## config.mk

```make
export PLATFORM = sky130hd
export DESIGN_NAME = genome_unpacker
export DESIGN_NICKNAME = d
export VERILOG_FILES = /design/src/rtl/genome_unpacker_pkg.sv /design/src/rtl/genome_unpacker.sv
export SDC_FILE = /design/constraint.sdc
export NUM_CORES = 1
export LEC_CHECK = 0
export ABC_AREA = 1
export BUFFER_PORTS_ARGS = -buffer_cell sky130_fd_sc_hd__buf_2
export CORE_ASPECT_RATIO = 1.2
export CORE_MARGIN = 3
export CORE_UTILIZATION = 35
export DETAILED_ROUTE_END_ITERATION = 10
export GPL_TIMING_DRIVEN = 1
export PLACE_DENSITY_LB_ADDON = 0.3
export SYNTH_ARGS = -nofsm -noshare
export SYNTH_HDL_FRONTEND = slang
export SYNTH_SLANG_ARGS = --single-unit
export TNS_END_PERCENT = 10
```

## constraint.sdc

```tcl
create_clock -name clk -period 3.2 [get_ports clk]
set_input_delay 0.64 -clock clk [delete_from_list [all_inputs] [get_ports clk]]
set_output_delay 0.64 -clock clk [all_outputs]
set_load 0.05 [all_outputs]
```

## src/rtl/genome_unpacker_pkg.sv

```systemverilog
// Shared genome codec definitions: base codes, default word geometry and
// the unpacker state encoding.
package genome_unpacker_pkg;

  localparam int BASES_PER_WORD_DEF = 16;

  typedef enum logic [1:0] {
    BASE_A = 2'b00,
    BASE_C = 2'b01,
    BASE_T = 2'b10,
    BASE_G = 2'b11
  } base_t;

  typedef enum logic {
    ST_EMPTY = 1'b0,
    ST_BUSY  = 1'b1
  } unpack_state_t;

endpackage

```

## src/rtl/genome_unpacker.sv

```systemverilog
// Serialises packed 2-bit base words into one base per cycle with
// valid/ready handshakes on both sides and a running sequence length.
//
// state    | meaning
// ST_EMPTY | remaining-base counter is 0, ready for a new word
// ST_BUSY  | counter > 0, presenting the shift register MSBs
module genome_unpacker
  import genome_unpacker_pkg::*;
#(
  parameter int BASES_PER_WORD = BASES_PER_WORD_DEF,
  parameter int CNT_W          = $clog2(BASES_PER_WORD + 1)
) (
  input  logic                        clk,
  input  logic                        rst_n,
  input  logic [2*BASES_PER_WORD-1:0] in_data,
  input  logic [CNT_W-1:0]            in_count,
  input  logic                        in_last,
  input  logic                        in_valid,
  output logic                        in_ready,
  output logic [1:0]                  out_code,
  output logic                        out_last,
  output logic                        out_valid,
  input  logic                        out_ready,
  output logic [31:0]                 seq_len
);

  localparam logic [CNT_W-1:0] FULL_CNT = CNT_W'(BASES_PER_WORD);
  localparam logic [CNT_W-1:0] ONE_CNT  = CNT_W'(1);

  logic [2*BASES_PER_WORD-1:0] sreg;
  logic [CNT_W-1:0]            cnt;
  logic                        last_q;
  logic [CNT_W-1:0]            load_cnt;
  logic                        word_xfer;
  logic                        base_xfer;
  unpack_state_t               state;

  // Zero and out-of-range counts both mean a full word.
  always_comb begin
    load_cnt = in_count;
    if (in_count == '0 || in_count > FULL_CNT) begin
      load_cnt = FULL_CNT;
    end
  end

  always_comb begin
    state = (cnt == '0) ? ST_EMPTY : ST_BUSY;
    out_valid = (state == ST_BUSY);
    in_ready  = (state == ST_EMPTY) || (cnt == ONE_CNT && out_ready);
    out_code  = sreg[2*BASES_PER_WORD-1 -: 2];
    out_last  = last_q && (cnt == ONE_CNT);
    word_xfer = in_valid && in_ready;
    base_xfer = out_valid && out_ready;
  end

  // A load on the final-base edge overrides the shift, giving no bubble.
  always_ff @(posedge clk or negedge rst_n) begin
    if (!rst_n) begin
      sreg    <= '0;
      cnt     <= '0;
      last_q  <= 1'b0;
      seq_len <= '0;
    end else begin
      if (word_xfer) begin
        sreg   <= in_data;
        cnt    <= load_cnt;
        last_q <= in_last;
      end else if (base_xfer) begin
        sreg <= sreg << 2;
        cnt  <= cnt - ONE_CNT;
      end
      if (base_xfer) begin
        seq_len <= out_last ? 32'd0 : seq_len + 32'd1;
      end
    end
  end

endmodule

```

-- Word-level counts from Yosys, hierarchy flattened
Cells that the tools add are included.
- input bits: 42
- flip-flop bits (word level): 70
- logic and storage cells: 24
- mux-type cells: 7
- equality and inequality tests: 1
- reduce and logical (&&, ||, !) cells: 9
- $lt $le $gt $ge: 1
- $add $sub $neg: 2
- operator list (operator ; count):
    two-way mux 32 bit ; 3
    adder 32 x 1 -> 32 bit, second input constant ; 1
    two-way mux 5 bit ; 3
    zero test 5 bit ; 2
    equality test 5 x 1 -> 1 bit, second input constant ; 1
    greater-than comparator 5 bit, second input constant ; 1
    subtractor 5 x 1 -> 5 bit, second input constant ; 1
    logical AND 1 bit ; 4
    logical OR 1 bit ; 2
    nonzero test 2 bit ; 1
    two-way mux 1 bit ; 1

-- Longest topological paths before layout
Gate-level depths: netlist of the first run.
- depth after elaboration: 5
- gate-level depth with buffers: 12

-- Least setup slack after synthesis of the first run
OpenSTA, ideal clock, no wires.
- path kind: reg-to-output
- from: reg cnt[1]
- to: out out_last
- cell stages (with the launch flop): 5
- path slack: 1.108 ns
- arrival: 1.452 ns
- path buffers: 0
- data required time: 2.560 ns
- cells stage by stage: dfrtp_1 -> inv_1 -> ha_1 -> nand3_4 -> nor2_1
- cells in the longest elaborated chain, start to end: 2
- RTL lines (element ; line ; source):
    start, declared ; genome_unpacker.sv:31 ; logic [CNT_W-1:0] cnt;
    start signal, assigned ; genome_unpacker.sv:66 ; cnt <= load_cnt;
    start signal, assigned ; genome_unpacker.sv:70 ; cnt <= cnt - ONE_CNT;
    equality test 5 x 1 -> 1 bit ; genome_unpacker.sv:51 ; out_last = last_q && (cnt == ONE_CNT);
    logical AND 1 bit ; genome_unpacker.sv:51 ;
    end, declared ; genome_unpacker.sv:21 ; output logic out_last,
No other way between the ends.

-- Worst setup path after layout of the first run
- from: reg cnt[0]
- to: out in_ready
- cells in the longest elaborated chain, start to end: 3
- RTL lines (element ; line ; source):
    equality test 5 x 1 -> 1 bit ; genome_unpacker.sv:49 ; in_ready = (state == ST_EMPTY) || (cnt == ONE_CNT && out_ready);
    logical AND 1 bit ; genome_unpacker.sv:49 ;
    logical OR 1 bit * ; genome_unpacker.sv:49 ;
    end, declared ; genome_unpacker.sv:19 ; output logic in_ready,
Mark *: on every way between the ends. The rest lies on a longest branch, timed or not.

==> impl_metrics.csv, run 1 <==
group,metric,value,unit
clock_network,clkTransAtPathRegs,0.06,ns
synthesis,ys_seq_elements,70,
worst_setup_path,critPathLaunchType,"register",
clock_network,postCtsHoldBufs,0,
worst_setup_path,rr_worst_depth,10,
worst_setup_path,critical_path.top_delay_family,"buffers and inverters",
synthesis,synth_largest_area_cell,"dfrtp_1",
global_route,grt_pass1_wl,17300,um
worst_setup_path,worstPathMaxFanout,5,
detailed_routing,wirelength,10000,um
timing,hold_viol,0,
worst_setup_path,arrival,1.91,ns
cells_and_area,nets,658,
power,p_sw_share,45.3,%
worst_setup_path,endpoint_kind,"primary output",
die,die_w,104,um
cells_and_area,antenna_cells,0,
synthesis,synth.net_count,589,
worst_setup_path,reg2reg_from,"cnt[0]$_DFFE_PN0P_",
worst_setup_path,max_stage_delay,0.40,ns
global_route,grt.total_usage,16.6,%
detailed_routing,drt-wirelength-per-cell,13.0,um
clock_network,cts_max_level,3,
timing,skew,0.00672,ns
placement,dp_hpwl,7260,um
clock_network,cts-resized-gates,0,
clock_network,cts_tree,"built",
timing,finalSetupViolations,0,
placement,placed_cell_area,4490,um^2
timing,relSlewSlack,47.3,%
placement,gp_congestion,0.871,
timing,whs,0.378,ns
worst_setup_path,crit_buf_inv,3,
cells_and_area,mostFrequentLayoutCells,"nand2_1 (143), nand3_1 (98), nor2_1 (82)",
die,die_h,124,um
cells_and_area,drive_gt1_share,21.1,%
detailed_routing,first_pass_iters,4,
global_route,antenna_found_initial,0,
die,die_area,12900,um^2
clock_network,clk_latency,0.33,ns
worst_setup_path,rrSetupSlack,0.76,ns
synthesis,synth_area,4040,um^2
clock_network,cts_root_buf,"clkbuf_16",
hold_path,holdCritPathClass,"in -> async",
timing,setup_tns,0,ns
power,ir_drop,0.349,mV
worst_setup_path,crit_chain,"inv_1 -> ha_1 -> inv_1 -> nor2_1 -> nand2_4 -> o21ai_4 -> buf_2",
detailed_routing,drtIter0Drc,113,
worst_setup_path,critPathRequiredTime,2.56,ns
worst_setup_path,r2r_end,"sreg[11]$_DFFE_PN0P_",
clock_network,post-cts-setup-buffers,0,
die,start_util,36.2,%
power,p_int,2.32,mW
power,clkPwrFrac,23.9,%
synthesis,synth_top_area_share,43.4,%
global_route,overflow,0,
global_route,grt_max_degree,52,
synthesis,netlist_instances,542,
cells_and_area,design_area,4790,um^2
die,ios,79,
timing,fmax,392,MHz
timing,drv_slew,0,
power,switchingPower,1.92,mW
power,power.leakage,2.45,nW
job,drv_cap,0,
detailed_routing,detail-route-antenna-nets,0,
cells_and_area,syn_to_final_growth,18.7,%
global_route,grt_pass1_vias,3828,
worst_setup_path,path_common_cell,"inv_1",
clock_network,clockBufferDepth,2,
worst_setup_path,path_class,"reg -> out",
power,combPwrFrac,41.1,%
detailed_routing,drc,0,
timing,period_share,79.7,%
timing,rsz0062_at_grt,"false",
placement,port_buffers,78,
timing,worst_pin_slew,0.788,ns
detailed_routing,num_vias,3762,
placement,dp_slack,0.771,ns
clock_network,cts.sinks,70,
synthesis,synth_cell_types,26,
power,pwr-share-seq,35.1,%
die,core_area,11100,um^2
clock_network,cts_buffers,9,
synthesis,syn-mean-instance-area,7.45,um^2
synthesis,synthTopCellsByArea,"dfrtp_1 (43%), nand2_1 (13%), nand3_1 (12%), nor2_1 (7.6%), nand3_2 (4.7%)",
synthesis,ys_seq_area_share,43.4,%
synthesis,yosys_warnings,0,
timing,min_period,2.55,ns
die,fp-row-count,42,
timing,timing.final.ws_setup,0.650,ns
worst_setup_path,crit_slowest_cell,"dfrtp_1",
outcome,status,"complete, no violations",
cells_and_area,final_common_cell,"nand2_1",
power,powerDensity,885,nW/um^2
detailed_routing,viasPerCell,4.89,
-- cells by family after synthesis --
kind of cell	after synthesis	synth area share, %
fa+ha+maj	5	1.55
flops	70	43.4
compound gates	33	4.40
buf+inv	71	9.02
xor+xnor	1	0.217
simple gates	362	41.4
-- power by group through the flow --
stage,registers [mW],clock network [mW],logic [mW]
final,1.49,1.01,1.74
after global routing,1.53,1.08,1.93
after CTS,1.48,1.04,1.76
after detailed placement,1.50,0,1.76
after global placement,1.48,0,1.72
after floorplan,1.84,0,1.04
-- cell type report --
cell class / instances / area (um^2)
Inverter: 46 / 173
Tap cell: 154 / 193
Sequential cell: 70 / 1750
Clock inverter: 5 / 58.8
Multi-Input combinational cell: 401 / 1930
Fill cell: 1191 / 6350
Clock buffer: 11 / 243
Timing Repair Buffer: 83 / 440
-- how the worst max path moves through the flow --
stage	start	end	slack [ns]	cells after the start
2_1_floorplan	cnt[1]$_DFFE_PN0P_	out_last	1.11	4
3_3_place_gp	cnt[0]$_DFFE_PN0P_	sreg[6]$_DFFE_PN0P_	0.85	10
3_5_place_dp	cnt[0]$_DFFE_PN0P_	sreg[6]$_DFFE_PN0P_	0.77	10
4_1_cts	cnt[0]$_DFFE_PN0P_	in_ready	0.62	7
5_1_grt	cnt[0]$_DFFE_PN0P_	cnt[2]$_DFFE_PN0P_	0.51	10
6_report	cnt[0]$_DFFE_PN0P_	in_ready	0.65	7
-- per-layer routing --
layer | track usage [%] | vias up | wire length (um)
li1 | - | 1886 | -
met1 | 18.8 | 1761 | 4370
met2 | 30.3 | 104 | 5070
met3 | 3.53 | 11 | 434
met4 | 7.40 | 0 | 163
met5 | 0 | - | 0
-- Yosys cell counts --
cell type	n
nand2_1	143
nand3_1	98
nor2_1	82
dfrtp_1	70
inv_1	44
nand3_2	19
a21oi_1	16
o21ai_0	15
buf_2	9
buf_4	9
buf_6	7
nand4_1	6
ha_1	5
nor2_2	4
and3_1	2
inv_2	2
nand2_2	2
a31oi_1	1
nand2_4	1
nand3_4	1
nand3b_1	1
nor2_4	1
nor3_1	1
o21ai_4	1
or4_1	1
xor2_1	1
-- through the flow --
| step | std cells | utilization [%] | power (mW) |
|---|---|---|---|
| 6_report | 770 | 43.0 | 4.24 |
| 3_3_place_gp | 754 | 40.3 | 3.20 |
| 2_1_floorplan | 542 | - | 2.89 |
| 3_5_place_dp | 754 | 40.3 | 3.26 |
| 5_1_grt | 770 | 43.0 | 4.55 |
| 4_1_cts | 770 | 43.0 | 4.29 |
-- registers in the layout, summed over array words and instances, names as in the netlist --
register	cells
last_q	1
seq_len	32
cnt	5
sreg	32
(Power assumes the default switching activity.)
==> inputs of run 2 (changes only) <==
Clock period 3.2 ns to 2.5 ns, I/O delays scaled along.
==> impl_metrics.csv, run 2 (same netlist as run 1, synthesis figures left out) <==
group,metric,value,unit
outcome,status,"complete, no violations",
cells_and_area,nets,663,
die,ios,79,
clock_network,clk_latency,0.34,ns
worst_setup_path,critPathLaunchType,"register",
timing,timing.final.ws_setup,0.218,ns
timing,setup_tns,0,ns
power,combPwrFrac,40.6,%
timing,skew,0.00845,ns
clock_network,cts_buffers,9,
detailed_routing,viasPerCell,4.80,
cells_and_area,design_area,4870,um^2
global_route,grt_pass1_wl,17400,um
timing,drv_slew,0,
global_route,overflow,0,
detailed_routing,first_pass_iters,4,
placement,gp_congestion,0.881,
worst_setup_path,rrSetupSlack,0.58,ns
placement,dp_slack,0.440,ns
timing,period_share,91.3,%
power,clkPwrFrac,25.4,%
clock_network,clkTransAtPathRegs,0.06,ns
timing,whs,0.171,ns
global_route,grt_pass1_vias,3808,
placement,placed_cell_area,4540,um^2
cells_and_area,drive_gt1_share,22.1,%
cells_and_area,final_common_cell,"nand2_1",
detailed_routing,wirelength,9860,um
timing,finalSetupViolations,0,
clock_network,cts_max_level,3,
placement,dp_hpwl,7250,um
hold_path,holdCritPathClass,"in -> async",
timing,worst_pin_slew,0.615,ns
die,die_area,12900,um^2
clock_network,clockBufferDepth,2,
worst_setup_path,reg2reg_from,"cnt[0]$_DFFE_PN0P_",
cells_and_area,antenna_cells,0,
cells_and_area,mostFrequentLayoutCells,"nand2_1 (143), nand3_1 (98), nor2_1 (81)",
worst_setup_path,r2r_end,"sreg[11]$_DFFE_PN0P_",
power,p_sw_share,44.6,%
worst_setup_path,rr_worst_depth,10,
worst_setup_path,critPathRequiredTime,2.00,ns
worst_setup_path,crit_slowest_cell,"dfrtp_1",
worst_setup_path,path_common_cell,"inv_1",
global_route,grt.total_usage,16.6,%
power,power.total,5.57,mW
timing,min_period,2.28,ns
die,core_area,11100,um^2
cells_and_area,syn_to_final_growth,20.7,%
die,start_util,36.2,%
timing,fmax,438,MHz
die,die_h,124,um
detailed_routing,drc,0,
power,powerDensity,1140,nW/um^2
placement,port_buffers,78,
worst_setup_path,path_class,"reg -> out",
timing,relSlewSlack,59.0,%
detailed_routing,drtIter0Drc,106,
worst_setup_path,arrival,1.78,ns
detailed_routing,num_vias,3721,
clock_network,cts_tree,"built",
timing,rsz0062_at_grt,"false",
timing,hold_viol,0,
detailed_routing,detail-route-antenna-nets,0,
power,p_int,3.08,mW
detailed_routing,drt-wirelength-per-cell,12.7,um
power,pwr-share-seq,34.0,%
power,power.leakage,2.50,nW
worst_setup_path,endpoint_kind,"primary output",
worst_setup_path,worstPathMaxFanout,5,
global_route,antenna_found_initial,0,
worst_setup_path,crit_chain,"inv_1 -> ha_1 -> inv_1 -> nor2_2 -> nand2_4 -> o21ai_4 -> buf_2",
global_route,grt_max_degree,47,
power,switchingPower,2.48,mW
job,drv_cap,0,
worst_setup_path,max_stage_delay,0.39,ns
clock_network,post-cts-setup-buffers,0,
clock_network,cts_root_buf,"clkbuf_16",
cells_and_area,largestRegisters,"seq_len x32, sreg x32, cnt x5",
clock_network,cts.sinks,70,
die,fp-row-count,42,
die,die_w,104,um
power,ir_drop,0.452,mV
run 2: cell types whose count changed in the layout (fill, tap and decap cells not counted), sizes merged:
cell | before | now
buf | 83 | 88
clkbuf | 11 | 9
clkinvlp | 2 | 0
inv | 46 | 48
bufinv | 1 | 2
clkinv | 2 | 3
run 2: what timing repair did:
item / in CTS / in global routing
hold endpoints to repair: 0 / 0
hold buffers: 0 / 0
setup endpoints to repair: 0 / 1
resized for setup: 0 / 1
run 2: worst max-delay path by stage:
stage / from / endpoint / slack [ns] / depth (start not counted)
4_1_cts: cnt[0]$_DFFE_PN0P_ / in_ready / 0.07 / 7
6_report: cnt[0]$_DFFE_PN0P_ / in_ready / 0.22 / 7
3_3_place_gp: cnt[0]$_DFFE_PN0P_ / in_ready / 0.51 / 7
5_1_grt: cnt[0]$_DFFE_PN0P_ / in_ready / 0.08 / 7
3_5_place_dp: cnt[0]$_DFFE_PN0P_ / in_ready / 0.44 / 7
2_1_floorplan: cnt[1]$_DFFE_PN0P_ / seq_len[5]$_DFFE_PN0P_ / 0.43 / 8
run 2: area by class of cell:
type                    count  area, um^2
repair buffers             88         490
fillers                  1147        6270
clock buffers               9         225
inverters                  46         173
multi-input cells         401        1940
well taps                 154         193
flip-flops and latches     70        1750
clock inverters             7         104
run 2: power by group through the flow:
stage | Clock [mW] | Combinational (mW) | Sequential, mW
after global routing | 1.51 | 2.53 | 1.96
after CTS | 1.45 | 2.30 | 1.90
after floorplan | 0 | 1.33 | 2.36
after detailed placement | 0 | 2.29 | 1.91
after global placement | 0 | 2.24 | 1.90
final | 1.41 | 2.26 | 1.90
run 2: layer usage:
layer	GRT usage (%)	share of wire (%)	vias to the layer above
met3	4.25	5.4	19
met2	28.6	49	100
met1	19.6	43	1705
li1	-	-	1897
met5	0	0	-
met4	8.06	2.6	0
run 2: critical path, delay by kind of cell (launching register included):
family	cells	cell delay, ns
and+or+nand+nor	2	0.30
AOI/OAI and AO/OA	1	0.10
buffers and inverters	3	0.49
DFF	1	0.39
adders and majority gates	1	0.17
run 2: per-stage QoR:
step / util, % / cells
6_report: 43.7 / 775
5_1_grt: 43.7 / 775
4_1_cts: 43.7 / 775
3_5_place_dp: 40.8 / 759
3_3_place_gp: 40.8 / 759
2_1_floorplan: - / 542
